[src/rtl/calc_pkg.sv]
// Shared calculator definitions.
// Holds the ALU result width, the BCD digit geometry used by the display
// path, and the state encoding of the result-to-BCD converter.
package calc_pkg;

  localparam int RESULT_W    = 17;
  localparam int BCD_DIGIT_W = 4;
  localparam int BCD_DIGITS  = 6;

  typedef enum logic {
    ST_IDLE    = 1'b0,
    ST_CONVERT = 1'b1
  } state_t;

endpackage

[src/rtl/bcd_digit_adj.sv]
// Single BCD digit correction for double dabble.
// Adds 3 to a digit of 5 or more, so that the following left shift carries
// correctly into the next decimal digit.
// Ports:
//   digit    - current 4-bit scratch digit
//   adjusted - digit after the add-3 correction
module bcd_digit_adj
  import calc_pkg::*;
(
  input  logic [BCD_DIGIT_W-1:0] digit,
  output logic [BCD_DIGIT_W-1:0] adjusted
);

  assign adjusted = (digit >= 4'd5) ? digit + 4'd3 : digit;

endmodule

[src/rtl/alu_result_bcd.sv]
// ALU result to sign + packed BCD converter for the display path.
// Takes one input bit per clock (shift-add-3); a conversion lasts W cycles
// of busy and finishes with a one-cycle done pulse that updates bcd/neg.
// Ports:
//   clk         - system clock, rising edge
//   clear       - synchronous active-high reset, overrides everything
//   start       - request conversion of result_in, honoured only when idle
//   result_in   - ALU result word
//   signed_mode - 1: result_in is two's complement, 0: unsigned
//   busy        - conversion in progress
//   done        - one-cycle pulse when bcd/neg are updated
//   neg         - sign of the last converted value
//   bcd         - packed BCD, most significant digit on top
module alu_result_bcd
  import calc_pkg::*;
#(
  parameter int W      = RESULT_W,
  parameter int DIGITS = BCD_DIGITS
) (
  input  logic                          clk,
  input  logic                          clear,
  input  logic                          start,
  input  logic [W-1:0]                  result_in,
  input  logic                          signed_mode,
  output logic                          busy,
  output logic                          done,
  output logic                          neg,
  output logic [BCD_DIGIT_W*DIGITS-1:0] bcd
);

  localparam int CNT_W = $clog2(W + 1);
  localparam int BCD_W = BCD_DIGIT_W * DIGITS;

  state_t             state;
  logic [CNT_W-1:0]   cnt;
  logic [W-1:0]       bin;
  logic [BCD_W-1:0]   scratch;
  logic [BCD_W-1:0]   adj;
  logic               neg_pending;
  logic               is_neg;
  logic [W-1:0]       mag;
  logic [BCD_W+W-1:0] shifted;

  // Negating the most negative value wraps back onto itself, which is the
  // correct magnitude when read as W-bit unsigned (0x10000 -> 65536).
  assign is_neg = signed_mode & result_in[W-1];
  assign mag    = is_neg ? (~result_in + 1'b1) : result_in;

  for (genvar g = 0; g < DIGITS; g++) begin : g_adj
    bcd_digit_adj u_adj (
      .digit    (scratch[g*BCD_DIGIT_W +: BCD_DIGIT_W]),
      .adjusted (adj[g*BCD_DIGIT_W +: BCD_DIGIT_W])
    );
  end

  // Correct every digit first, then move one binary bit into the scratch.
  assign shifted = {adj, bin} << 1;

  assign busy = (state == ST_CONVERT);

  always_ff @(posedge clk) begin
    if (clear) begin
      state       <= ST_IDLE;
      cnt         <= '0;
      bin         <= '0;
      scratch     <= '0;
      neg_pending <= 1'b0;
      done        <= 1'b0;
      neg         <= 1'b0;
      bcd         <= '0;
    end else begin
      done <= 1'b0;
      case (state)
        ST_IDLE: begin
          if (start) begin
            bin         <= mag;
            neg_pending <= is_neg;
            scratch     <= '0;
            cnt         <= CNT_W'(W);
            state       <= ST_CONVERT;
          end
        end
        ST_CONVERT: begin
          {scratch, bin} <= shifted;
          cnt            <= cnt - CNT_W'(1);
          // Last bit shifted in: publish the result and return to idle so
          // a new start is accepted in the done cycle.
          if (cnt == CNT_W'(1)) begin
            bcd   <= shifted[BCD_W+W-1:W];
            neg   <= neg_pending;
            done  <= 1'b1;
            state <= ST_IDLE;
          end
        end
        default: state <= ST_IDLE;
      endcase
    end
  end

endmodule

[config.mk]
export PLATFORM = sky130hd
export DESIGN_NAME = alu_result_bcd
export DESIGN_NICKNAME = d
export VERILOG_FILES = /design/src/rtl/calc_pkg.sv /design/src/rtl/bcd_digit_adj.sv /design/src/rtl/alu_result_bcd.sv
export SDC_FILE = /design/constraint.sdc
export NUM_CORES = 1
export LEC_CHECK = 0
export ABC_AREA = 1
export CAP_MARGIN = 20
export CORE_UTILIZATION = 30
export CTS_CLUSTER_DIAMETER = 50
export DETAILED_ROUTE_END_ITERATION = 6
export HOLD_SLACK_MARGIN = 0.02
export PLACE_DENSITY = 0.5
export SKIP_CTS_REPAIR_TIMING = 1
export SYNTH_ARGS = -nofsm -noshare
export SYNTH_HDL_FRONTEND = slang
export SYNTH_SLANG_ARGS = --single-unit
[constraint.sdc]
create_clock -name clk -period 3.13 [get_ports clk]
set_input_delay 0.313 -clock clk [delete_from_list [all_inputs] [get_ports clk]]
set_output_delay 0.313 -clock clk [all_outputs]
set_load 0.02 [all_outputs]
==> results of run 1 <==
registers in the layout, summed over array words and instances, names as in the netlist:
register / flops
bin: 17
bcd: 24
neg: 1
scratch: 24
cnt: 5
neg_pending: 1
done: 1
busy: 1
tightest hold or removal path, delay by kind of cell, from the launching register on:
| kind | cells | cell delay [ns] |
|---|---|---|
| compound gates | 1 | 0.06 |
| flops | 1 | 0.30 |
| simple gates | 1 | 0.06 |
cell usage in the layout (no fill, tap or decap), types with 12 or more instances in the layout:
| master | n |
|---|---|
| a21oi_1 | 39 |
| a22oi_1 | 13 |
| clkdlybuf4s50_1 | 47 |
| dfxtp_1 | 74 |
| ha_1 | 15 |
| inv_1 | 60 |
| nand2_1 | 102 |
| nand3_1 | 68 |
| nor2_1 | 33 |
| o21ai_0 | 23 |
| o22ai_1 | 12 |
worst min-delay path by stage:
stage	startpoint	endpoint	slack (ns)	depth (start not counted)
after detailed placement	bcd[3]$_SDFFE_PP0P_	bcd[3]$_SDFFE_PP0P_	0.46	2
final	bin[0]$_SDFFE_PP0P_	bin[0]$_SDFFE_PP0P_	0.46	2
after global routing	bcd[8]$_SDFFE_PP0P_	bcd[8]$_SDFFE_PP0P_	0.49	2
after global placement	cnt[3]$_SDFFE_PP0P_	cnt[3]$_SDFFE_PP0P_	0.45	2
after floorplan	neg_pending$_SDFFE_PP0P_	neg$_SDFFE_PP0P_	0.42	2
after CTS	bin[0]$_SDFFE_PP0P_	bin[0]$_SDFFE_PP0P_	0.47	2
stage by stage:
| step | util, % | cells | cell area (um^2) | hold WS, ns | setup slack (ns) |
|---|---|---|---|---|---|
| 6_report | 38.5 | 727 | 4640 | 0.465 | 1.08 |
| 5_1_grt | 38.5 | 727 | 4640 | 0.490 | 0.967 |
| 4_1_cts | 38.5 | 727 | 4640 | 0.469 | 1.06 |
| 3_5_place_dp | 35.8 | 712 | 4320 | 0.462 | 0.970 |
| 3_3_place_gp | 35.8 | 712 | 4320 | 0.453 | 1.01 |
| 2_1_floorplan | - | 515 | 3710 | 0.420 | 1.69 |
metal layers:
layer,vias to the layer above,track usage (%),part of all wire (%)
met4,0,5.79,1.6
met1,1557,19.8,49
met2,66,25.0,45
li1,1784,-,-
met5,-,0,0
met3,13,2.68,3.8
synth_stat cells (6+ instances only):
cell,instances
a21oi_1,39
a22oi_1,13
and2_1,6
clkbuf_1,10
dfxtp_1,74
ha_1,15
inv_1,60
nand2_1,102
nand3_1,68
nor2_1,33
o21ai_0,23
o21ai_1,10
o22ai_1,12
xor2_1,11
area by class of cell:
type                    count  area (um^2)  area share [%]
clock inverters             5         78.8            1.70
multi-input cells         355         1890            40.7
well taps                 168          210            4.53
inverters                  64          240            5.18
flip-flops and latches     74         1480            31.9
repair buffers             51          500            10.8
clock buffers              10          239            5.15
power by group through the flow:
stage / clock (uW) / combinational, uW / sequential, uW
after floorplan: 0 / 142 / 1000
after global placement: 0 / 215 / 1000
after detailed placement: 0 / 218 / 1000
after CTS: 1130 / 218 / 983
after global routing: 1160 / 243 / 985
final: 1090 / 215 / 983
kinds of logic (layout without fill, tap and decap cells):
kind of cell	after synthesis	after routing	share of synthesized area (%)
simple gates	221	221	26.7
compound gates	108	108	16.5
buf+inv	86	130	9.27
flops	74	74	39.9
fa+ha+maj	15	15	5.05
xor+xnor	11	11	2.59
==> out/qor.yml, run 1 <==
status: "finished, final reports clean"
vdd_drop_max_uv: 221
wl_um: 9190
syn_area_mm2: 0.00371
nets: 591
crit_start: "busy$_SDFF_PP0_"
dp_hpwl_um: 6510
die_area_mm2: 0.0128
leakage_uw: 0.00173
crit_path_end: "busy"
synth_ff_type: "dfxtp_1"
power_switching_uw: 535
cts_buffer_depth: 2
fillers: 1278
ys_ff_latch: 74
fp.dieH_um: 113
grt_max_degree: 36
hold_viol: 0
synth.area.top_cells: "dfxtp_1, nand2_1, nand3_1, inv_1, a21oi_1"
cp.arrival_ns: 1.74
ys_seq_area_share_pct: 39.9
critPathMaxStageDelay_ns: 0.69
crit_required_ns: 2.82
synth_area_leader_cell: "dfxtp_1"
synth_cell_type_count: 32
synth-edff-count: 0
r2r_start: "busy$_SDFF_PP0_"
grt_pass1_vias: 3152
clkTransAtPathRegs_ns: 0.06
drc_errors: 0
syn_to_final_growth_pct: 24.9
htree_levels: 3
via_per_inst: 4.70
start_util_pct: 30.8
yosysWarningCount: 0
fp-row-count: 40
fp.coreArea_mm2: 0.0121
wl_per_cell_um: 12.6
async_flop_share_pct: 0
power_uw: 2290
seqPwrFrac_pct: 42.9
syn_avg_cell_area_um2: 7.21
numPortBuffers: 47
period_needed_ns: 2.05
rsz0062_at_grt: "false"
grt_use_total_pct: 15.2
p_int_uw: 1760
gp_congestion: 0.855
cts_buffers: 9
grt.overflow.total: 0
drtAntennaViolNets: 0
die_w_um: 113
hold_class: "reg2reg"
grt_pass1_wl_um: 15400
cp.depth: 2
synth_top_cell_area_share_pct: 39.9
cts_sinks: 74
layout-drive-gt1-share_pct: 5.37
pwr_density_cell_mw_per_mm2: 494
clkPwrFrac_pct: 47.7
syn_nets: 551
pwr-share-comb_pct: 9.4
n_antenna_cell: 0
setup-tns-final_ns: 0
io-pin-count: 48
relSlewSlack_pct: 60.4
setup_viol: 0
drtIter0Drc: 140
root_buffer: "clkbuf_16"
critPathTopFamily: "buffers and inverters"
startpoint_type: "flip-flop"
rr_worst_depth: 6
cp-end-kind: "output port"
first_pass_iters: 5
num_vias: 3420
path_buf_inv: 2
r2r_setup_slack_ns: 1.15
maxSlewViolCount: 0
criticalPathCategory: "reg2out"
p_sw_share_pct: 23.4
crit_slowest_cell: "clkdlybuf4s50_1"
cts_tree: "built"
worst_slew_pin_slew_ns: 0.593
synth_cells: 515
period_share_pct: 65.5
r2r-end: "bcd[21]$_SDFFE_PP0P_"
antenna_found_initial: 0
max_freq_mhz: 488
crit_fanout: 33
fin_worst_skew_ns: 0.00628
maxCapViolations: 0
critical_path.cell_chain: "buf_4, clkdlybuf4s50_1"
clk_latency_ns: 0.33
(Power assumes the default switching activity.)
==> run 2, diff against run 1 <==
==> constraint.sdc (replaced) <==
create_clock -name clk -period 2.05 [get_ports clk]
set_input_delay 0.205 -clock clk [delete_from_list [all_inputs] [get_ports clk]]
set_output_delay 0.205 -clock clk [all_outputs]
set_load 0.02 [all_outputs]
==> run 2 against run 1 <==
Clock skew is essentially flat. Die area unchanged. Utilization up 0.86 points. Total power is 59% higher. Final cell count grew 1.2%. Global-route usage is essentially flat. Critical endpoint unchanged. Largest power group unchanged.
==> out/qor.yml, run 2 (synthesized netlist as in run 1, its figures left out) <==
cts_buffers: 9  # unchanged
die_w_um: 113  # unchanged
max_freq_mhz: 553
power_switching_uw: 829  # +55%
status: "finished, final reports clean"
grt_pass1_wl_um: 15300  # -0.68%
criticalPathCategory: "reg2out"
layout-drive-gt1-share_pct: 6.87  # +1.5 points
min_path_cells: 2  # unchanged
p_sw_share_pct: 22.7  # -0.65 points
fp.coreArea_mm2: 0.0121  # unchanged
cts_tree: "built"
vdd_drop_max_uv: 333  # +51%
drtAntennaViolNets: 0  # unchanged
startpoint_type: "flip-flop"
io-pin-count: 48  # unchanged
layout_commonest_cell: "nand2_1"
crit_required_ns: 1.85  # -0.97 ns
period_share_pct: 88.3
crit_fanout: 18  # -45%
start_util_pct: 30.8  # unchanged
fp.dieH_um: 113  # unchanged
setup-tns-final_ns: 0  # unchanged
clkPwrFrac_pct: 49.3  # +1.6 points
pwr_density_cell_mw_per_mm2: 770  # +56%
leakage_uw: 0.00179  # +3.1%
first_pass_iters: 4  # -1
p_int_uw: 2820  # +61%
die_area_mm2: 0.0128  # unchanged
setup_viol: 0  # unchanged
maxCapViolations: 0  # unchanged
clk_latency_ns: 0.33  # about the same
relSlewSlack_pct: 66.3  # +5.9 points
path_buf_inv: 2  # unchanged
pwr-share-comb_pct: 9.6  # +0.2 points
drtIter0Drc: 110  # -21%
nets: 600  # +1.5%
fp-row-count: 40  # unchanged
critPathTopFamily: "buffers and inverters"
fin_worst_skew_ns: 0.00660  # +0.000319 ns
cts_buffer_depth: 2  # unchanged
reg.largest.list: "bcd: 24 flops, scratch: 24 flops, bin: 17 flops"
cp.depth: 2  # unchanged
cts_sinks: 74  # unchanged
antenna_found_initial: 0  # unchanged
rr_worst_depth: 6  # unchanged
syn_to_final_growth_pct: 27.7
seqPwrFrac_pct: 41.1  # -1.8 points
cp-end-kind: "output port"
dp_hpwl_um: 6470  # -0.56%
htree_levels: 3  # unchanged
maxSlewViolCount: 0  # unchanged
gp_congestion: 0.825  # -3.5%
grt_max_degree: 36  # unchanged
root_buffer: "clkbuf_16"
wl_per_cell_um: 12.3  # -2.6%
via_per_inst: 4.64  # -1.4%
drc_errors: 0  # unchanged
hold_class: "reg2reg"
cp.arrival_ns: 1.60  # -0.14 ns
grt_pass1_vias: 3192  # +1.3%
worst_slew_pin_slew_ns: 0.505  # -0.0883 ns
n_antenna_cell: 0  # unchanged
grt.overflow.total: 0  # unchanged
numPortBuffers: 47  # unchanged
critPathMaxStageDelay_ns: 0.65  # -0.04 ns
crit_slowest_cell: "clkdlybuf4s50_1"
timing.hold.ws_ns: 0.458  # -0.00644 ns
critical_path.cell_chain: "buf_4, clkdlybuf4s50_1"
clkTransAtPathRegs_ns: 0.05  # about the same
period_needed_ns: 1.81
hold_viol: 0  # unchanged
wl_um: 9060  # -1.4%
grt_use_total_pct: 15.2  # -0.023 points
final_cell_mix: "nand2_1, dfxtp_1, nand3_1, inv_1, clkdlybuf4s50_1"
rsz0062_at_grt: "false"
num_vias: 3413  # -0.20%
run 2: cell count changes in the layout (fill, tap and decap cells not counted):
| cell | before | now |
|---|---|---|
| clkinv_2 | 2 | 1 |
| buf_4 | 4 | 12 |
| bufinv_16 | 2 | 3 |
| clkinv_4 | 1 | 0 |
| clkinvlp_4 | 0 | 1 |
| buf_12 | 0 | 1 |
run 2: worst min-delay path: stages (launching register included):
cell	delay (ns)
dfxtp_1	0.32
nand2_1	0.06
nand2_1	0.05
run 2: cell type report:
| cell class | instances | area [um^2] |
|---|---|---|
| inverters | 64 | 240 |
| flip-flops and latches | 74 | 1480 |
| clock inverters | 5 | 103 |
| multi-input cells | 355 | 1890 |
| repair buffers | 60 | 581 |
| well taps | 168 | 210 |
| clock buffers | 10 | 239 |
| fillers | 1268 | 7320 |
run 2: final timing paths:
check                           startpoint  slack (ns)                   end
setup / recovery           busy$_SDFF_PP0_        0.24                  busy
hold / removal    neg_pending$_SDFFE_PP0P_        0.46      neg$_SDFFE_PP0P_
setup reg to reg       cnt[1]$_SDFFE_PP0P_        0.45  bcd[21]$_SDFFE_PP0P_
hold reg to reg   neg_pending$_SDFFE_PP0P_        0.46      neg$_SDFFE_PP0P_
run 2: per-stage QoR:
| stage | util, % | setup slack, ns | instance area, um^2 | instances | power [uW] |
|---|---|---|---|---|---|
| 6_report | 39.3 | 0.241 | 4740 | 736 | 3650 |
| 5_1_grt | 39.3 | 0.183 | 4740 | 736 | 3790 |
| 4_1_cts | 39.3 | 0.218 | 4740 | 736 | 3700 |
| 3_5_place_dp | 36.5 | 0.142 | 4400 | 721 | 1880 |
| 3_3_place_gp | 36.5 | 0.202 | 4400 | 721 | 1880 |
| 2_1_floorplan | - | 0.612 | 3710 | 515 | 1740 |
run 2: routing by layer:
layer / up-vias / part of all wire [%] / GRT usage [%]
met3: 12 / 4.2 / 3.70
met1: 1540 / 48 / 19.1
met4: 0 / 1.4 / 5.35
li1: 1803 / - / -
met2: 58 / 46 / 25.2
met5: - / 0 / 0
run 2: power groups by stage:
stage	registers, uW	clock network (uW)	logic, uW
2_1_floorplan	1530	0	217
3_3_place_gp	1530	0	352
3_5_place_dp	1530	0	351
4_1_cts	1500	1840	355
5_1_grt	1500	1900	391
6_report	1500	1800	349
==> run 3, diff against run 2 <==
--- a/config.mk
+++ b/config.mk
@@ -6,13 +6,14 @@
 export NUM_CORES = 1
 export LEC_CHECK = 0
 export ABC_AREA = 1
+export ABC_CLOCK_PERIOD_IN_PS = 2050
 export CAP_MARGIN = 20
 export CORE_UTILIZATION = 30
 export CTS_CLUSTER_DIAMETER = 50
 export DETAILED_ROUTE_END_ITERATION = 6
+export GPL_TIMING_DRIVEN = 1
 export HOLD_SLACK_MARGIN = 0.02
 export PLACE_DENSITY = 0.5
-export SKIP_CTS_REPAIR_TIMING = 1
 export SYNTH_ARGS = -nofsm -noshare
 export SYNTH_HDL_FRONTEND = slang
 export SYNTH_SLANG_ARGS = --single-unit
==> results of run 3 <==
Same layout as run 2: the final DEF is identical, and so are final timing and power.
